[src/rtl/ipv4_decode_pkg.sv]
// Shared types and helpers for the IPv4/TCP receive path: decoder state
// encoding and the 16-bit ones' complement adder used by both checksums.
package ipv4_decode_pkg;

    typedef enum logic [2:0] {
        IDLE    = 3'd0,
        HEADER  = 3'd1,
        PAYLOAD = 3'd2,
        DROP    = 3'd3,
        DONE    = 3'd4
    } ipv4_state_e;

    // End-around-carry add; a single fold is enough since a+b <= 17'h1FFFE.
    function automatic logic [15:0] ones_comp(input logic [15:0] a, input logic [15:0] b);
        logic [16:0] s;
        s = {1'b0, a} + {1'b0, b};
        return s[15:0] + {15'd0, s[16]};
    endfunction

endpackage

[src/rtl/ip_csum_acc.sv]
// Byte-serial ones' complement checksum accumulator. sum_o already includes
// the byte presented this cycle, so a verdict can be taken on the last byte.
module ip_csum_acc
    import ipv4_decode_pkg::*;
(
    input  logic        clk,
    input  logic        rst_n,
    input  logic        clear_i,
    input  logic        byte_valid_i,
    input  logic [7:0]  byte_i,
    output logic [15:0] sum_o
);

    logic [15:0] sum_q, sum_d;
    logic [7:0]  hi_q, hi_d;
    logic        odd_q, odd_d;
    logic [15:0] base_sum;
    logic        base_odd;

    always_comb begin
        base_sum = clear_i ? 16'd0 : sum_q;
        base_odd = clear_i ? 1'b0 : odd_q;
        sum_d    = base_sum;
        odd_d    = base_odd;
        hi_d     = hi_q;
        if (byte_valid_i) begin
            if (!base_odd) begin
                hi_d  = byte_i;
                odd_d = 1'b1;
            end else begin
                sum_d = ones_comp(base_sum, {hi_q, byte_i});
                odd_d = 1'b0;
            end
        end
    end

    assign sum_o = sum_d;

    always_ff @(posedge clk or negedge rst_n) begin
        if (!rst_n) begin
            sum_q <= 16'd0;
            hi_q  <= 8'd0;
            odd_q <= 1'b0;
        end else begin
            sum_q <= sum_d;
            hi_q  <= hi_d;
            odd_q <= odd_d;
        end
    end

endmodule

[src/rtl/ipv4_decode.sv]
// IPv4 receive header decoder: parses and checks the header, forwards the
// payload of accepted datagrams and reports a per-frame verdict.
//
// state   | meaning
// IDLE    | between frames; first valid byte is header byte 0
// HEADER  | collecting header bytes 1 .. 4*IHL-1
// PAYLOAD | forwarding bytes 4*IHL .. TotalLength-1
// DROP    | discarding bytes until valid falls (also the post-reset wait)
// DONE    | one-cycle end-of-frame, done pulse
module ipv4_decode
    import ipv4_decode_pkg::*;
#(
    parameter logic [31:0] LOCAL_IP = 32'hC0A8_00C7,
    parameter logic [7:0]  PROTO    = 8'd6
) (
    input  logic        clk,
    input  logic        rst_n,
    input  logic        valid,
    input  logic [7:0]  din,
    output logic [31:0] ip_sa,
    output logic [31:0] ip_da,
    output logic [7:0]  ip_ihl,
    output logic [15:0] ip_payload_size,
    output logic [7:0]  protocol,
    output logic        payload_valid,
    output logic [7:0]  payload_data,
    output logic        err,
    output logic        done
);

    ipv4_state_e state_q, state_d;
    logic [15:0] cnt_q, cnt_d;
    logic [3:0]  ver_q, ver_d;
    logic [7:0]  ihl_q, ihl_d;
    logic [15:0] len_q, len_d;
    logic [7:0]  proto_q, proto_d;
    logic [31:0] sa_q, sa_d;
    logic [31:0] da_q, da_d;
    logic        bad_q, bad_d;
    logic        orphan_q, orphan_d;
    logic        pv_q, pv_d;
    logic [7:0]  pd_q, pd_d;
    logic        err_q, err_d;
    logic        done_q, done_d;

    logic [15:0] csum_sum;
    logic [15:0] hdr_bytes, hdr_last;
    logic [31:0] da_now;
    logic        hdr_bad, hdr_filtered;

    ip_csum_acc u_csum (
        .clk          (clk),
        .rst_n        (rst_n),
        .clear_i      (state_q != HEADER),
        .byte_valid_i (valid && (state_q == IDLE || state_q == HEADER)),
        .byte_i       (din),
        .sum_o        (csum_sum)
    );

    // A too-short IHL still runs to byte 19 so every fixed field is seen.
    assign hdr_bytes    = {10'd0, ihl_q[3:0], 2'b00};
    assign hdr_last     = (ihl_q < 8'd5) ? 16'd19 : hdr_bytes - 16'd1;
    assign da_now       = (cnt_q == 16'd19) ? {da_q[23:0], din} : da_q;
    assign hdr_bad      = (csum_sum != 16'hFFFF) || (ver_q != 4'd4) ||
                          (ihl_q < 8'd5) || (len_q < hdr_bytes);
    assign hdr_filtered = (proto_q != PROTO) || (da_now != LOCAL_IP);

    always_comb begin
        state_d  = state_q;
        cnt_d    = cnt_q;
        ver_d    = ver_q;
        ihl_d    = ihl_q;
        len_d    = len_q;
        proto_d  = proto_q;
        sa_d     = sa_q;
        da_d     = da_q;
        bad_d    = bad_q;
        orphan_d = orphan_q;
        pv_d     = 1'b0;
        pd_d     = pd_q;
        err_d    = err_q;
        done_d   = 1'b0;

        if (valid && cnt_q != 16'hFFFF) begin
            cnt_d = cnt_q + 16'd1;
        end

        case (state_q)
            IDLE: begin
                cnt_d = 16'd0;
                if (valid) begin
                    state_d = HEADER;
                    cnt_d   = 16'd1;
                    ver_d   = din[7:4];
                    ihl_d   = {4'd0, din[3:0]};
                    err_d   = 1'b0;
                    bad_d   = 1'b0;
                end
            end
            HEADER: begin
                if (!valid) begin
                    state_d = DONE;
                    err_d   = 1'b1;
                    done_d  = 1'b1;
                end else begin
                    case (cnt_q)
                        16'd2:                      len_d   = {din, len_q[7:0]};
                        16'd3:                      len_d   = {len_q[15:8], din};
                        16'd9:                      proto_d = din;
                        16'd12, 16'd13, 16'd14, 16'd15: sa_d = {sa_q[23:0], din};
                        16'd16, 16'd17, 16'd18, 16'd19: da_d = {da_q[23:0], din};
                        default: ;
                    endcase
                    if (cnt_q == hdr_last) begin
                        if (hdr_bad) begin
                            bad_d   = 1'b1;
                            state_d = DROP;
                        end else if (hdr_filtered || len_q == hdr_bytes) begin
                            state_d = DROP;
                        end else begin
                            state_d = PAYLOAD;
                        end
                    end
                end
            end
            PAYLOAD: begin
                if (!valid) begin
                    state_d = DONE;
                    err_d   = 1'b1;
                    done_d  = 1'b1;
                end else begin
                    pv_d = 1'b1;
                    pd_d = din;
                    if (cnt_q == len_q - 16'd1) begin
                        state_d = DROP;
                    end
                end
            end
            DROP: begin
                if (!valid) begin
                    // Leftover of a frame cut by reset: resync silently.
                    if (orphan_q) begin
                        state_d  = IDLE;
                        cnt_d    = 16'd0;
                        orphan_d = 1'b0;
                    end else begin
                        state_d = DONE;
                        done_d  = 1'b1;
                        err_d   = bad_q || (cnt_q < len_q);
                    end
                end
            end
            DONE: begin
                state_d = IDLE;
                cnt_d   = 16'd0;
            end
            default: begin
                state_d = DROP;
            end
        endcase
    end

    always_ff @(posedge clk or negedge rst_n) begin
        if (!rst_n) begin
            state_q  <= DROP;
            cnt_q    <= 16'd0;
            ver_q    <= 4'd0;
            ihl_q    <= 8'd0;
            len_q    <= 16'd0;
            proto_q  <= 8'd0;
            sa_q     <= 32'd0;
            da_q     <= 32'd0;
            bad_q    <= 1'b0;
            orphan_q <= 1'b1;
            pv_q     <= 1'b0;
            pd_q     <= 8'd0;
            err_q    <= 1'b0;
            done_q   <= 1'b0;
        end else begin
            state_q  <= state_d;
            cnt_q    <= cnt_d;
            ver_q    <= ver_d;
            ihl_q    <= ihl_d;
            len_q    <= len_d;
            proto_q  <= proto_d;
            sa_q     <= sa_d;
            da_q     <= da_d;
            bad_q    <= bad_d;
            orphan_q <= orphan_d;
            pv_q     <= pv_d;
            pd_q     <= pd_d;
            err_q    <= err_d;
            done_q   <= done_d;
        end
    end

    assign ip_sa           = sa_q;
    assign ip_da           = da_q;
    assign ip_ihl          = ihl_q;
    assign ip_payload_size = len_q;
    assign protocol        = proto_q;
    assign payload_valid   = pv_q;
    assign payload_data    = pd_q;
    assign err             = err_q;
    assign done            = done_q;

endmodule

[config.mk]
export PLATFORM = sky130hd
export DESIGN_NAME = ipv4_decode
export DESIGN_NICKNAME = d
export VERILOG_FILES = /design/src/rtl/ipv4_decode_pkg.sv /design/src/rtl/ip_csum_acc.sv /design/src/rtl/ipv4_decode.sv
export SDC_FILE = /design/constraint.sdc
export NUM_CORES = 1
export LEC_CHECK = 0
export CORE_MARGIN = 3
export CORE_UTILIZATION = 60
export CTS_BUF_LIST = sky130_fd_sc_hd__clkbuf_8
export CTS_CLUSTER_SIZE = 8
export DETAILED_ROUTE_END_ITERATION = 10
export DONT_BUFFER_PORTS = 1
export PLACE_DENSITY = 0.82
export REMOVE_ABC_BUFFERS = 1
export SYNTH_ARGS = -nofsm -noshare
export SYNTH_HDL_FRONTEND = slang
export SYNTH_SLANG_ARGS = --single-unit
[constraint.sdc]
create_clock -name clk -period 15.16 [get_ports clk]
set_input_delay 2.274 -clock clk [delete_from_list [all_inputs] [get_ports clk]]
set_output_delay 2.274 -clock clk [all_outputs]
set_load 0.02 [all_outputs]
==> impl_metrics.py, run 1 <==
metrics = {
    "clocking": {
        "cts_made_buffers": 17,
        "clockRootBuffer": "clkbuf_8",
        "clock_tree.htree_level_count": 4,
        "clock_latency_ns": 0.46,
        "post-cts-setup-buffers": 0,
        "hold_buffers": 0,
        "post_cts_resized": 0,
        "numClockSinks": 153,
        "cts_tree": "done",
        "clockBufferDepth": 2,
        "clk_pin_slew_worst_paths_ns": 0.09,
    },
    "floorplan": {
        "start_util_pct": 62.41,
        "rows": 44,
        "dieHeight_um": 129.9,
        "io_pins": 118,
        "die-area_mm2": 0.01687,
        "coreArea_mm2": 0.01475,
        "die_x_um": 129.9,
    },
    "sta": {
        "min_period_ns": 6.606,
        "tightest_slew_ns": 1.246,
        "relSlewSlack_pct": 16.72,
        "timing.setup.tns_ns": 0,
        "skew_ns": 0.01898,
        "max_freq_mhz": 151.4,
        "maxSlewViolCount": 0,
        "fin_crit_sh_pct": 43.58,
        "setup_violations": 0,
        "hold_violations": 0,
        "grt_setup_unrepaired": "no",
    },
    "logic_synthesis": {
        "synth_cell_types": 82,
        "synthSimpleGateAreaFrac_pct": 17.61,
        "synthFlopType": "dfrtp_1",
        "synthTopCellsByCount": "dfrtp_1 (150), mux2_2 (95), nand2_1 (65), nor2_1 (55), inv_1 (49)",
        "synthAdderAreaFrac_pct": 5.734,
        "seq_area_frac_synth_pct": 41.62,
        "synth_top_family_by_area": "simple AND/OR/NAND/NOR gates",
        "syn_area_mm2": 0.009208,
        "ys_warn_count": 0,
        "avgSynthCellArea_um2": 10.13,
        "yosysTopAreaCell": "dfrtp_1",
        "synth.most_common_cell": "dfrtp_1",
        "synth_top_area_share_pct": 40.77,
        "yosys-top-cells-area": "dfrtp_1 (41%), mux2_2 (12%), ha_1 (5.3%)",
        "synth-edff-count": 0,
        "ys_seq_elements": 153,
        "synth_xor_area_share_pct": 6.169,
        "synth_compound_area_share_pct": 12.72,
        "synth_mux_area_share_pct": 11.73,
        "ys_async_sr_fraction_pct": 100.0,
        "netlist_instances": 909,
    },
    "pwr": {
        "swShare_pct": 42.07,
        "clkPwrFrac_pct": 20.8,
        "cell_internal_pwr_uw": 861.4,
        "pwr-share-seq_pct": 41.8,
        "combPwrFrac_pct": 37.4,
        "power.leakage_uw": 0.004306,
        "p_sw_uw": 625.6,
        "power.total_uw": 1487,
        "p_per_area_mw_per_mm2": 153.3,
        "ir_worst_vdd_mv": 0.09798,
    },
    "critical_path": {
        "critPathRequiredTime_ns": 15.50,
        "slowest_delay_ns": 0.40,
        "critical_path.cell_chain": "ha_1, inv_1, fa_1, nor2b_1, o31ai_2, a211oi_2, nand3b_1, a21oi_1, o21ai_0, a21oi_1, o21ai_0, nand2b_1, ha_1, ha_1, nand2_1, a211oi_2, nand3_2, o31a_1, o31a_1, a2111o_1, o41ai_1, a21oi_1",
        "crit_path_top_delay_cell": "fa_1",
        "start_kind": "input port",
        "cp_max_fo": 10,
        "worstSetupEndpointType": "flip-flop",
        "worstSetupPathType": "in -> reg",
        "worstPathArrival_ns": 6.94,
    },
    "drt": {
        "drtAntennaViolNets": 0,
        "met1Wirelength_mm": 10.02,
        "top_layer": "met4",
        "met2_length_mm": 11.09,
        "vias": 7142,
        "routed_via_density": 6.564,
        "dr.pass1.iters": 5,
        "totalWireLength_mm": 23.45,
        "wl_per_cell_um": 21.56,
        "initialDrtViolationCount": 799,
        "met3_length_mm": 1.840,
        "drc": 0,
    },
    "global_routing": {
        "grt_pass1_wl_mm": 36.76,
        "grt_use_total_pct": 27.86,
        "grt.overflow.total": 0,
        "grt_pass1_vias": 6826,
        "grt_max_degree": 154,
        "antenna_found_initial": 0,
    },
    "placed_design": {
        "place_congestion": 0.9479,
        "io_buffers": 0,
        "dp_hpwl_mm": 16.69,
    },
    "status": {
        "outcome": "complete, no violations",
    },
    "hold_path": {
        "hold_path_class": "reg -> reg",
    },
    "cells_and_area": {
        "drive_above_1_share_pct": 18.25,
        "nets": 942,
        "antennaDiodeCount": 0,
        "syn_to_final_growth_pct": 5.354,
    },
    "run": {
        "maxCapViolCount": 0,
    },
}
==> flip-flops by register name (all words and copies together), names as in the netlist <==
| signal | count |
|---|---|
| ip_da | 32 |
| ip_sa | 32 |
| cnt_q | 16 |
| ip_payload_size | 16 |
| u_csum.sum_q | 16 |
| payload_data | 8 |
| protocol | 8 |
| u_csum.hi_q | 8 |
| ip_ihl | 4 |
| ver_q | 4 |
| state_q | 3 |
| bad_q | 1 |
| done | 1 |
| err | 1 |
| orphan_q | 1 |
| payload_valid | 1 |
| u_csum.odd_q | 1 |
==> per-stage QoR <==
| step | instance area, um2 | setup slack, ns | hold WS, ns | utilization (%) | std cells |
|---|---|---|---|---|---|
| after CTS | 9701 | 8.643 | 0.4673 | 65.75 | 1088 |
| final | 9701 | 8.554 | 0.4663 | 65.75 | 1088 |
| after global placement | 9308 | 8.333 | 0.4555 | 63.09 | 1056 |
| after detailed placement | 9308 | 8.164 | 0.4552 | 63.09 | 1056 |
| after global routing | 9701 | 8.282 | 0.5029 | 65.75 | 1088 |
| after floorplan | 9000 | 8.691 | 0.4481 | - | 865 |
==> power groups by stage <==
stage / combinational, uW / clock [uW] / sequential [uW]
after floorplan: 435 / 0 / 586
after global placement: 536 / 0 / 624
after detailed placement: 547 / 0 / 626
after CTS: 551 / 314 / 619
after global routing: 615 / 333 / 632
final: 556 / 310 / 621
==> path summary, 6_finish.rpt <==
path / startpoint / end / slack, ns / depth (start not counted)
min: orphan_q / orphan_q / 0.47 / 1
max: din[0] / bad_q / 8.55 / 22
max in group asynchronous: rst_n / orphan_q / 13.32 / 0
max reg2reg: state_q[0] / bad_q / 8.86 / 25
min reg2reg: orphan_q / orphan_q / 0.47 / 1
min in group asynchronous: rst_n / cnt_q[11] / 1.51 / 0
==> placed cells by master (no fill, tap or decap), types with 5 or more instances in the layout <==
cell type,n
nor2_1,55
o211ai_1,7
mux2_2,95
dfrtp_1,150
nand2_1,65
o21a_1,12
nor2b_1,6
a211o_1,6
clkbuf_8,19
or3_1,11
a31oi_1,12
and3_1,7
nand3_1,16
xnor2_1,41
o21ai_0,48
nand2b_1,7
nand4_1,20
a21oi_1,24
inv_6,6
nor4bb_1,5
xor2_1,17
nor4_1,24
ha_1,39
o32ai_1,5
a211oi_1,5
buf_4,7
nand4b_1,6
inv_1,49
and2_1,17
nor3_1,17
==> worst max-delay path: cells and delay by family <==
kind,cells,cell delay (ns)
compound gates,12,2.82
simple gates,5,0.81
fa+ha+maj,4,0.98
buf+inv,1,0.07
==> area by class of cell <==
type | count | area, um2
Clock buffer | 19 | 261.5
Clock inverter | 13 | 131.4
Fill cell | 1123 | 5054
Inverter | 49 | 183.9
Multi-Input combinational cell | 663 | 5009
Sequential cell | 153 | 3832
Tap cell | 184 | 230.2
Timing Repair Buffer | 7 | 52.55
==> cell families after synthesis <==
kind of cell,after synthesis
and+or+nand+nor,290
AOI/OAI and AO/OA,170
DFF,153
muxes,96
buffers and inverters,96
xor gates and xnor gates,61
adders and majority gates,42
other,1
==> metal layers <==
| layer | vias up | track usage (%) |
|---|---|---|
| li1 | 3266 | - |
| met1 | 3517 | 38.03 |
| met2 | 321 | 43.98 |
| met3 | 38 | 7.573 |
| met4 | 0 | 8.313 |
| met5 | - | 0 |
No activity file was read; power rests on OpenSTA's default activity.
==> run 2: changes to the inputs <==
clock period = 6.35 ns   (was 15.16 ns; I/O delays follow)
==> impl_metrics.py, run 2 (synthesis results as in run 1) <==
metrics = {
    "floorplan": {
        "rows": 44,
        "io_pins": 118,
        "dieHeight_um": 129.9,
        "die-area_mm2": 0.01687,
        "die_x_um": 129.9,
        "start_util_pct": 62.41,
        "coreArea_mm2": 0.01475,
    },
    "global_routing": {
        "grt_pass1_vias": 6710,
        "grt.overflow.total": 0,
        "antenna_found_initial": 0,
        "grt_max_degree": 154,
        "grt_use_total_pct": 27.50,
        "grt_pass1_wl_mm": 36.01,
    },
    "drt": {
        "drtAntennaViolNets": 0,
        "totalWireLength_mm": 22.92,
        "routed_via_density": 6.511,
        "vias": 7084,
        "dr.pass1.iters": 5,
        "wl_per_cell_um": 21.07,
        "initialDrtViolationCount": 667,
        "drc": 0,
    },
    "critical_path": {
        "critPathRequiredTime_ns": 6.70,
        "cp_max_fo": 18,
        "worstSetupPathType": "reg -> reg",
        "worstPathArrival_ns": 6.18,
        "worstSetupEndpointType": "flip-flop",
        "start_kind": "flip-flop",
    },
    "clocking": {
        "clockRootBuffer": "clkbuf_8",
        "post-cts-setup-buffers": 0,
        "cts_made_buffers": 17,
        "clock_tree.htree_level_count": 4,
        "cts_tree": "done",
        "numClockSinks": 153,
        "clockBufferDepth": 2,
        "clk_pin_slew_worst_paths_ns": 0.09,
        "clock_latency_ns": 0.47,
    },
    "cells_and_area": {
        "syn_to_final_growth_pct": 5.680,
        "antennaDiodeCount": 0,
        "drive_above_1_share_pct": 18.25,
        "nets": 942,
        "layout.cells.most_common": "dfrtp_1",
        "final_cell_mix": "dfrtp_1 (150), mux2_2 (95), nand2_1 (65)",
        "fin_util_pct": 65.95,
    },
    "sta": {
        "setup_ws_ns": 0.5164,
        "max_freq_mhz": 171.4,
        "maxSlewViolCount": 0,
        "min_period_ns": 5.834,
        "fin_crit_sh_pct": 91.87,
        "hold_violations": 0,
        "timing.setup.tns_ns": 0,
        "relSlewSlack_pct": 20.59,
        "skew_ns": 0.01350,
        "tightest_slew_ns": 1.182,
        "setup_violations": 0,
        "grt_setup_unrepaired": "no",
    },
    "placed_design": {
        "post-place-ws_ns": 0.4578,
        "io_buffers": 0,
        "dp_hpwl_mm": 16.57,
        "place_congestion": 0.9545,
    },
    "pwr": {
        "power.leakage_uw": 0.004313,
        "ir_worst_vdd_mv": 0.2238,
        "p_per_area_mw_per_mm2": 367.3,
    },
    "hold_path": {
        "hold_path_class": "in -> async",
    },
    "status": {
        "outcome": "complete, no violations",
    },
    "run": {
        "maxCapViolCount": 0,
    },
}
run 2: worst paths after layout:
check / from / to / slack [ns] / cells past startpoint
min reg2reg: orphan_q / orphan_q / 0.47 / 1
min: rst_n / cnt_q[12] / 0.18 / 0
max: state_q[0] / state_q[0] / 0.52 / 24
max reg2reg: state_q[0] / state_q[0] / 0.52 / 24
min in group clk: orphan_q / orphan_q / 0.47 / 1
max in group asynchronous: rst_n / ip_payload_size[8] / 5.83 / 0
run 2: report_power, final:
| group | total (uW) | switching, uW | internal (uW) |
|---|---|---|---|
| registers | 1460 | 323 | 1140 |
| logic | 1350 | 765 | 583 |
| clock network | 765 | 395 | 369 |
| total | 3570 | 1480 | 2090 |
run 2: area by class of cell:
class	instances	area, um2
tap	184	230.2
inverter	49	183.9
fill	1137	5024
timing repair buffer	7	52.55
clock inverter	14	163.9
multi-input combinational	663	5016
clock buffer	18	247.7
sequential	153	3836
run 2: critical path, stage by stage (launching register included):
cell and delay, ns:
dfstp_4 0.72, nor3b_2 0.23, and2_1 0.18, ha_1 0.22
inv_1 0.07, fa_1 0.41, nor2b_1 0.25, o31ai_2 0.11
a211oi_2 0.33, nand3b_1 0.18, a21oi_1 0.26, o21ai_0 0.11
a21oi_1 0.15, o21ai_0 0.08, nand2b_1 0.10, ha_1 0.17
ha_1 0.19, nand2_1 0.08, a211oi_2 0.30, nand3_2 0.20
o31a_1 0.35, o31a_1 0.25, a2111o_1 0.32, nor4_2 0.29
a31oi_1 0.15
run 2: per-stage QoR:
stage               instance area, um2  hold WS, ns  instances  total power (uW)
finish                            9731       0.1752       1088              3574
global route                      9731       0.1408       1088              3796
CTS                               9721       0.1617       1088              3567
detailed placement                9309       0.4577       1056              2803
global placement                  9309       0.4605       1056              2773
floorplan                         9000       0.4481        865              2437
run 2: routing by layer:
metal / track usage (%) / share of wire [%]
met1: 36.94 / 42
met3: 6.672 / 7.0
met5: 0 / 0
met2: 43.22 / 48
met4: 11.06 / 3.0
run 2: repair_timing:
action | in CTS | in global routing
hold buffers | 0 | 0
gates resized for setup | 0 | 2
setup endpoints to repair | 0 | 1
